--- src/rtl/key_debounce_multi.sv ---
// key_debounce_multi -- N-channel push-button conditioner.
//
// Each channel takes one raw, asynchronous key level and produces:
//   - a debounced level (same polarity as the raw input),
//   - registered 1-cycle pulses on debounced rising and falling edges,
//   - a 1-cycle long-press pulse LONG_CYCLES after the press is accepted,
//   - 1-cycle auto-repeat pulses every REPEAT_CYCLES after the long press
//     (REPEAT_CYCLES = 0 keeps a held key silent after the long pulse).
// Channels are fully independent; they only share clk and rst.
//
// Ports (top):
//   clk             in   1          system clock
//   rst             in   1          synchronous, active-high reset
//   button_in       in   NUM_KEYS   raw key levels
//   button_out      out  NUM_KEYS   debounced levels
//   button_posedge  out  NUM_KEYS   pulse when button_out rises 0->1
//   button_negedge  out  NUM_KEYS   pulse when button_out falls 1->0
//   button_long     out  NUM_KEYS   long-press pulse
//   button_repeat   out  NUM_KEYS   auto-repeat pulse

// ---------------------------------------------------------------------------
// Per-channel lane: synchroniser, debounce counter, edge pulses, hold FSM.
// ---------------------------------------------------------------------------
module key_debounce_lane #(
  parameter int DEBOUNCE_CYCLES = 1_000_000,
  parameter int LONG_CYCLES     = 50_000_000,
  parameter int REPEAT_CYCLES   = 10_000_000,
  parameter bit IDLE_LVL        = 1'b1
) (
  input  logic clk,
  input  logic rst,
  input  logic key_in,
  output logic key_out,
  output logic pos_pulse,
  output logic neg_pulse,
  output logic long_pulse,
  output logic rep_pulse
);

  localparam int DB_W   = $clog2(DEBOUNCE_CYCLES + 1);
  localparam int HOLD_W = $clog2(LONG_CYCLES + 1);
  // A zero repeat period still needs a 1-bit counter to keep the code legal.
  localparam int REP_W  = (REPEAT_CYCLES > 0) ? $clog2(REPEAT_CYCLES + 1) : 1;
  localparam bit REP_EN = (REPEAT_CYCLES != 0);

  localparam logic [DB_W-1:0]   DB_LAST   = DB_W'(DEBOUNCE_CYCLES - 1);
  localparam logic [HOLD_W-1:0] HOLD_LAST = HOLD_W'(LONG_CYCLES);
  localparam logic [REP_W-1:0]  REP_LAST  = REP_W'(REPEAT_CYCLES);

  typedef enum logic [1:0] {
    ST_IDLE = 2'd0,
    ST_HELD = 2'd1,
    ST_LONG = 2'd2
  } state_t;

  // -------------------------------------------------------------------------
  // Synchroniser + debounce
  // -------------------------------------------------------------------------
  logic            s1, s2;
  logic [DB_W-1:0] db_cnt;
  logic            accept, press_acc, rel_acc;

  // The debounced level flips on the same edge in which accept is high, so
  // the hold FSM can react to press/release in lock-step with the edge pulse.
  assign accept    = (s2 != key_out) && (db_cnt == DB_LAST);
  assign press_acc = accept && (s2 != IDLE_LVL);
  assign rel_acc   = accept && (s2 == IDLE_LVL);

  always_ff @(posedge clk) begin
    if (rst) begin
      s1        <= IDLE_LVL;
      s2        <= IDLE_LVL;
      key_out   <= IDLE_LVL;
      db_cnt    <= '0;
      pos_pulse <= 1'b0;
      neg_pulse <= 1'b0;
    end else begin
      s1        <= key_in;
      s2        <= s1;
      pos_pulse <= 1'b0;
      neg_pulse <= 1'b0;
      if (s2 == key_out) begin
        // Any return to the current level restarts the stability window.
        db_cnt <= '0;
      end else if (accept) begin
        key_out   <= s2;
        db_cnt    <= '0;
        pos_pulse <= s2;
        neg_pulse <= ~s2;
      end else begin
        db_cnt <= db_cnt + 1'b1;
      end
    end
  end

  // -------------------------------------------------------------------------
  // Hold FSM: long press and auto-repeat
  // -------------------------------------------------------------------------
  state_t              state_q, state_d;
  logic [HOLD_W-1:0]   hold_q, hold_d;
  logic [REP_W-1:0]    rep_q, rep_d;
  logic                long_d, rep_pulse_d;

  always_ff @(posedge clk) begin
    if (rst) begin
      state_q    <= ST_IDLE;
      hold_q     <= '0;
      rep_q      <= '0;
      long_pulse <= 1'b0;
      rep_pulse  <= 1'b0;
    end else begin
      state_q    <= state_d;
      hold_q     <= hold_d;
      rep_q      <= rep_d;
      long_pulse <= long_d;
      rep_pulse  <= rep_pulse_d;
    end
  end

  always_comb begin
    state_d     = state_q;
    hold_d      = hold_q;
    rep_d       = rep_q;
    long_d      = 1'b0;
    rep_pulse_d = 1'b0;
    if (rel_acc) begin
      // Release takes priority: a long/repeat pulse due this cycle is dropped.
      state_d = ST_IDLE;
      hold_d  = '0;
      rep_d   = '0;
    end else begin
      unique case (state_q)
        ST_IDLE: begin
          if (press_acc) begin
            state_d = ST_HELD;
            hold_d  = HOLD_W'(1);
          end
        end
        ST_HELD: begin
          // hold_q equals the number of cycles since the accept edge.
          if (hold_q == HOLD_LAST) begin
            long_d  = 1'b1;
            state_d = ST_LONG;
            hold_d  = '0;
            rep_d   = REP_W'(1);
          end else begin
            hold_d = hold_q + 1'b1;
          end
        end
        ST_LONG: begin
          if (REP_EN) begin
            if (rep_q == REP_LAST) begin
              rep_pulse_d = 1'b1;
              rep_d       = REP_W'(1);
            end else begin
              rep_d = rep_q + 1'b1;
            end
          end
        end
        default: begin
          state_d = ST_IDLE;
          hold_d  = '0;
          rep_d   = '0;
        end
      endcase
    end
  end

endmodule

// ---------------------------------------------------------------------------
// Top: one lane per key.
// ---------------------------------------------------------------------------
module key_debounce_multi #(
  parameter int NUM_KEYS        = 4,
  parameter int DEBOUNCE_CYCLES = 1_000_000,
  parameter int LONG_CYCLES     = 50_000_000,
  parameter int REPEAT_CYCLES   = 10_000_000,
  parameter bit ACTIVE_LOW      = 1'b1
) (
  input  logic                clk,
  input  logic                rst,
  input  logic [NUM_KEYS-1:0] button_in,
  output logic [NUM_KEYS-1:0] button_out,
  output logic [NUM_KEYS-1:0] button_posedge,
  output logic [NUM_KEYS-1:0] button_negedge,
  output logic [NUM_KEYS-1:0] button_long,
  output logic [NUM_KEYS-1:0] button_repeat
);

  // Idle level equals ACTIVE_LOW: active-low keys idle high.
  for (genvar i = 0; i < NUM_KEYS; i++) begin : g_lane
    key_debounce_lane #(
      .DEBOUNCE_CYCLES (DEBOUNCE_CYCLES),
      .LONG_CYCLES     (LONG_CYCLES),
      .REPEAT_CYCLES   (REPEAT_CYCLES),
      .IDLE_LVL        (ACTIVE_LOW)
    ) u_lane (
      .clk        (clk),
      .rst        (rst),
      .key_in     (button_in[i]),
      .key_out    (button_out[i]),
      .pos_pulse  (button_posedge[i]),
      .neg_pulse  (button_negedge[i]),
      .long_pulse (button_long[i]),
      .rep_pulse  (button_repeat[i])
    );
  end

endmodule

--- config.mk ---
export PLATFORM = sky130hd
export DESIGN_NAME = key_debounce_multi
export DESIGN_NICKNAME = d
export VERILOG_FILES = /design/src/rtl/key_debounce_multi.sv
export SDC_FILE = /design/constraint.sdc
export NUM_CORES = 1
export LEC_CHECK = 0
export BUFFER_PORTS_ARGS = -buffer_cell sky130_fd_sc_hd__buf_2
export CAP_MARGIN = 20
export CORE_MARGIN = 2
export CORE_UTILIZATION = 55
export DETAILED_ROUTE_END_ITERATION = 12
export HOLD_SLACK_MARGIN = 0.06
export MAX_ROUTING_LAYER = met4
export PLACE_DENSITY = 0.78
export SLEW_MARGIN = 30
export SYNTH_ARGS = -nofsm -noshare
export SYNTH_HDL_FRONTEND = slang
export SYNTH_HIERARCHICAL = 1
export SYNTH_SLANG_ARGS = --single-unit
--- constraint.sdc ---
create_clock -name clk -period 3.5 [get_ports clk]
set_input_delay 0.35 -clock clk [delete_from_list [all_inputs] [get_ports clk]]
set_output_delay 0.35 -clock clk [all_outputs]
set_load 0.03 [all_outputs]
# After elaboration in Yosys (flattened, before gate mapping)
# Cells that the tools add are included.
# totals
register_bits,316
inputBits,6
output_inout_bits,20
# classes
n_reduce_logical,52
addsub,12
muxes,44
eq_ne,36
n_bitwise,24
# op_table
operator,count
26-bit one-hot mux with 3 select lines,4
24-bit one-hot mux with 3 select lines,4
26-bit two-way mux,8
24-bit two-way mux,8
26-bit by 1-bit adder with 26-bit output (second input constant),4
26-bit equality test (second input constant),4
24-bit by 1-bit adder with 24-bit output (second input constant),4
24-bit equality test (second input constant),4
20-bit by 1-bit adder with 20-bit output (second input constant),4
20-bit equality test (second input constant),4
3-bit OR reduction,16
1-bit inverter,24
2-bit one-hot mux with 3 select lines,4
2-bit AND reduction,12
2-bit two-way mux,8
2-bit by 1-bit inequality test with 1-bit output (second input constant),8
1-bit logical AND,12
3-bit AND reduction,4
2-bit by 1-bit equality test with 1-bit output (second input constant),4
2-bit equality test (second input constant),4
2-bit logical NOT,4
1-bit two-way mux,8
2-bit OR reduction,4
1-bit equality test,4
1-bit inequality test,4

# Depth between registers and ports, before layout
# depth
word_depth,5
ltp_mapped,11
mapped_depth_nobuf,8

# By module
# Netlist, hierarchy kept.
# by_module_without_submodules
module,cells_per_inst,n_inst,seq_area_each_um2,area_per_inst_um2
key_debounce_lane (g_lane[0].u_lane ...),506,2,1581.5,4257.8
key_debounce_lane (g_lane[1].u_lane),504,1,1581.5,4195.3
key_debounce_lane (g_lane[3].u_lane),496,1,1581.5,4105.2

# Worst setup path after synthesis
# No wires, ideal clock.
# synth_path
kind,flip-flop to flip-flop
from,reg g_lane[3].u_lane.hold_q[1]
to,reg g_lane[3].u_lane.hold_q[22]
setup_time_ns,0.058
n_path_buf,1
path_slack_ns,1.256
arrival_time_ns,2.186
required_time_ns,3.442
stages_incl_launch_ff,8
synth_period_minus_slack_ns,2.244
path_cell_list,dfxtp_1 ha_1 nand3_1 or4_1 clkbuf_1 or3_1 nor4_1 o21a_1
# synth_between
elab_chain_len,3
elab_cells_between_ends,4
# synth_rtl
element,line_no,rtl
from (decl),100,"logic [HOLD_W-1:0] hold_q, hold_d;"
from (signal assigned),113,hold_q <= hold_d;
26-bit by 1-bit adder with 26-bit output or 26-bit equality test (tied branches),"147, 141",
26-bit two-way mux (*),141,if (hold_q == HOLD_LAST) begin
26-bit one-hot mux with 3 select lines (*),132,unique case (state_q)
# Every way passes the cells marked *; elsewhere a longest branch is shown, timed or not.
# A chain may end at the register's enable or synchronous reset.

# Worst setup path in the final report
# layout_path
from,reg g_lane[3].u_lane.hold_q[15]
to,reg g_lane[3].u_lane.rep_q[5]
# layout_between
elab_chain_len,3
# layout_rtl
element,line_no,rtl
26-bit equality test,141,
2-bit by 1-bit inequality test with 1-bit output (no line),--,
2-bit AND reduction (no line),--,
to (signal assigned),114,rep_q <= rep_d;
to (decl),101,"logic [REP_W-1:0] rep_q, rep_d;"
# No other way between the ends.

==> impl_metrics.csv <==
group,metric,value,unit
logic_synthesis,synthesis.instances,2012,
sta,fin_setup_tns,0,ps
sta,maxSlewViolCount,0,
global_routing,antenna_found_initial,0,
final_layout,drive_above_1_share,8.93,%
critical_path,worst-path-buf-inv,1,
worst_hold_path,hp-class,"reg -> reg",
placed_design,gp_congestion,0.890,
critical_path,critPathSlowestCell,"o41a_2",
floorplanning,start_util,55.4,%
logic_synthesis,ys_async_sr_fraction,0,%
floorplanning,core,30300,µm²
clock_network,cts_root_buf,"clkbuf_16",
sta,period_share,80.4,%
placed_design,postPlaceCellArea,17200,µm²
critical_path,critical_path_required,3950,ps
placed_design,portBuffers,25,
clock_network,clk_latency,520,ps
sta,worst_slack,688,ps
critical_path,arrival,3260,ps
logic_synthesis,ys.flop_type,"dfxtp_1",
sta,maxSlewHeadroom,40.5,%
sta,rsz0062_at_grt,"false",
sta,clock_skew,10.7,ps
logic_synthesis,synthTopCellsByArea,"dfxtp_1, a21oi_1, nand3_1",
logic_synthesis,synthTopCellsByCount,"dfxtp_1, nand2_1, nor2_1, a21oi_1, nand3_1",
routing,drt_pass1_iterations,6,
sta,hold_viol,0,
clock_network,path_clk_slew,60,ps
critical_path,cp_top_family,"simple AND/OR/NAND/NOR gates",
final_layout,fin_area,18500,µm²
clock_network,cts_max_path_buffers,3,
clock_network,cts_tree,"yes",
global_routing,overflow,0,
pwr,p_total,7810,µW
clock_network,cts_sinks,316,
logic_synthesis,syn_area,16800,µm²
critical_path,end_kind,"flop",
clock_network,postCtsSetupBuffers,0,
clock_network,htree_num_levels,2,
worst_hold_path,hold_depth,1,
pwr,p_per_area,422,nW/µm²
routing,dr_total_vias,15698,
logic_synthesis,yosysSeqAreaShare,37.6,%
floorplanning,rows,64,
global_routing,grt_pass1_vias,14318,
logic_synthesis,synth.avg_cell_area,8.36,µm²
floorplanning,io_pins,26,
global_routing,busiest_layer,"met2",
sta,setup_violations,0,
global_routing,grt_usage,25.0,%
global_routing,grt_max_degree,36,
critical_path,crit_path_max_incr_delay,790,ps
job,max_cap_viol_count,0,
floorplanning,die-area,32000,µm²
sta,fmax,356,MHz
placed_design,hpwl,26200,µm
logic_synthesis,synth_edf_count,0,
critical_path,critical_path_class,"reg -> reg",
routing,via_per_inst,6.48,
floorplanning,die_w,179,µm
final_layout,syn_to_final_growth,10.1,%
global_routing,grt_use_met3,3.18,%
logic_synthesis,synthDistinctLibCells,86,
logic_synthesis,ys_ff_latch,316,
critical_path,cp.depth,6,
outcome,status,"complete, no violations",
routing,drt-wirelength-per-cell,16.3,µm
clock_network,cts_buffers,37,
logic_synthesis,syn-num-nets,2050,
final_layout,final_nets,2037,
pwr,p_leak,0.00585,µW
sta,worstMarginPinSlew,892,ps
sta,post-route-min-period,2810,ps
critical_path,start_kind,"flop",
global_routing,met2_usage,41.2,%
logic_synthesis,yosysTopAreaCell,"dfxtp_1",
clock_network,ctsHoldBuffers,4,
routing,routed_wl,39500,µm
logic_synthesis,synth.most_common_cell,"dfxtp_1",
critical_path,path_cells,"nand4_1, or2_0, o41a_2, buf_4, or4_1, a21oi_1",
pwr,irDropWorstVdd,0.323,mV
critical_path,worst-r2r-cell-count,6,
routing,drcViolationCount,0,
global_routing,grt_pass1_wl,66800,µm
sta,timing.hold.ws,406,ps
global_routing,grt_use_met1,32.3,%
final_layout,n_antenna_cell,0,
logic_synthesis,synth_top_area_share,37.6,%
logic_synthesis,synth_warnings,6,
routing,antenna_left,0,
placed_design,post-place-ws,745,ps
routing,drtIter0Drc,1399,
critical_path,path_max_fanout,35,
floorplanning,die_h,179,µm
clock_network,cts_resized,0,
[layout make-up]
class / count / area, µm²
clock buffer: 51 / 1090
clock inverter: 17 / 170
fill: 2580 / 11800
tap: 396 / 495
timing repair buffer: 59 / 390
inverter: 51 / 191
multi-input combinational: 1534 / 9860
sequential: 316 / 6330
[through the flow]
stage / std cells / util (%)
global placement: 2352 / 56.7
global route: 2424 / 61.0
CTS: 2424 / 61.0
finish: 2424 / 61.0
detailed placement: 2352 / 56.7
floorplan: 2012 / -
[power breakdown]
| group | total [µW] | switching, µW | internal [µW] |
|---|---|---|---|
| registers | 3620 | 9.22 | 3610 |
| clock network | 3950 | 1540 | 2410 |
| logic | 243 | 175 | 68.0 |
[cells by family (layout without fill, tap and decap cells)]
group	count (synthesis)	count (layout)	share of synthesized area (%)
adders and majority gates	32	32	2.38
AOI/OAI and AO/OA	503	503	20.3
xor gates and xnor gates	73	73	3.80
DFF	316	316	37.6
buffers and inverters	162	178	4.14
and+or+nand+nor	926	926	31.8
[cells in the final DEF (no fill, tap or decap), types with 11 or more instances in the layout]
cell type	n
dfxtp_1	316
xor2_1	46
nand4b_1	16
clkbuf_16	39
o21ai_0	74
clkinv_2	11
nor3_1	66
a21oi_1	144
o32ai_1	14
or4_1	47
buf_4	30
ha_1	32
nor2b_1	28
nand2_1	148
a31oi_1	22
or3_1	33
or2_2	17
a22oi_1	13
and4_1	35
o21a_1	15
nor4b_1	18
o2bb2ai_1	12
a311oi_1	17
o31ai_1	33
nand4_1	86
a32o_1	39
nand3_1	111
and3_1	51
and2_1	13
inv_1	51
nor2_1	148
buf_2	25
nor4_1	29
o21ai_1	36
xnor2_1	27
[flip-flops by register name, summed over array words and instances, names as in the netlist]
signal and count:
g_lane.u_lane/state_q 8, g_lane.u_lane/s2 4, g_lane.u_lane/pos_pulse 4, g_lane.u_lane/long_pulse 4, g_lane.u_lane/rep_pulse 4, g_lane.u_lane/rep_q 96
g_lane.u_lane/s1 4, g_lane.u_lane/db_cnt 80, g_lane.u_lane/neg_pulse 4, g_lane.u_lane/key_out 4, g_lane.u_lane/hold_q 104
[worst paths after layout]
kind                                    start                         to  slack (ps)
hold reg to reg           g_lane[1].u_lane/s1        g_lane[1].u_lane/s2         410
setup / recovery  g_lane[3].u_lane/hold_q[15]  g_lane[3].u_lane/rep_q[5]         690
hold / removal            g_lane[1].u_lane/s1        g_lane[1].u_lane/s2         410
setup reg to reg  g_lane[3].u_lane/hold_q[15]  g_lane[3].u_lane/rep_q[5]         690
[routing by layer]
metal  share of wire [%]  up-vias
li1                    -     7635
met3                 5.2       76
met4                 2.0        0
met5                   0        -
met2                  48      488
met1                  45     7499
[worst register-to-register path, cell delays in order (launching register included)]
cell and delay (ps):
dfxtp_1 410, nand4_1 190, or2_0 390, o41a_2 790, buf_4 300, or4_1 520
a21oi_1 150
Power figures use the tool's default switching activity.
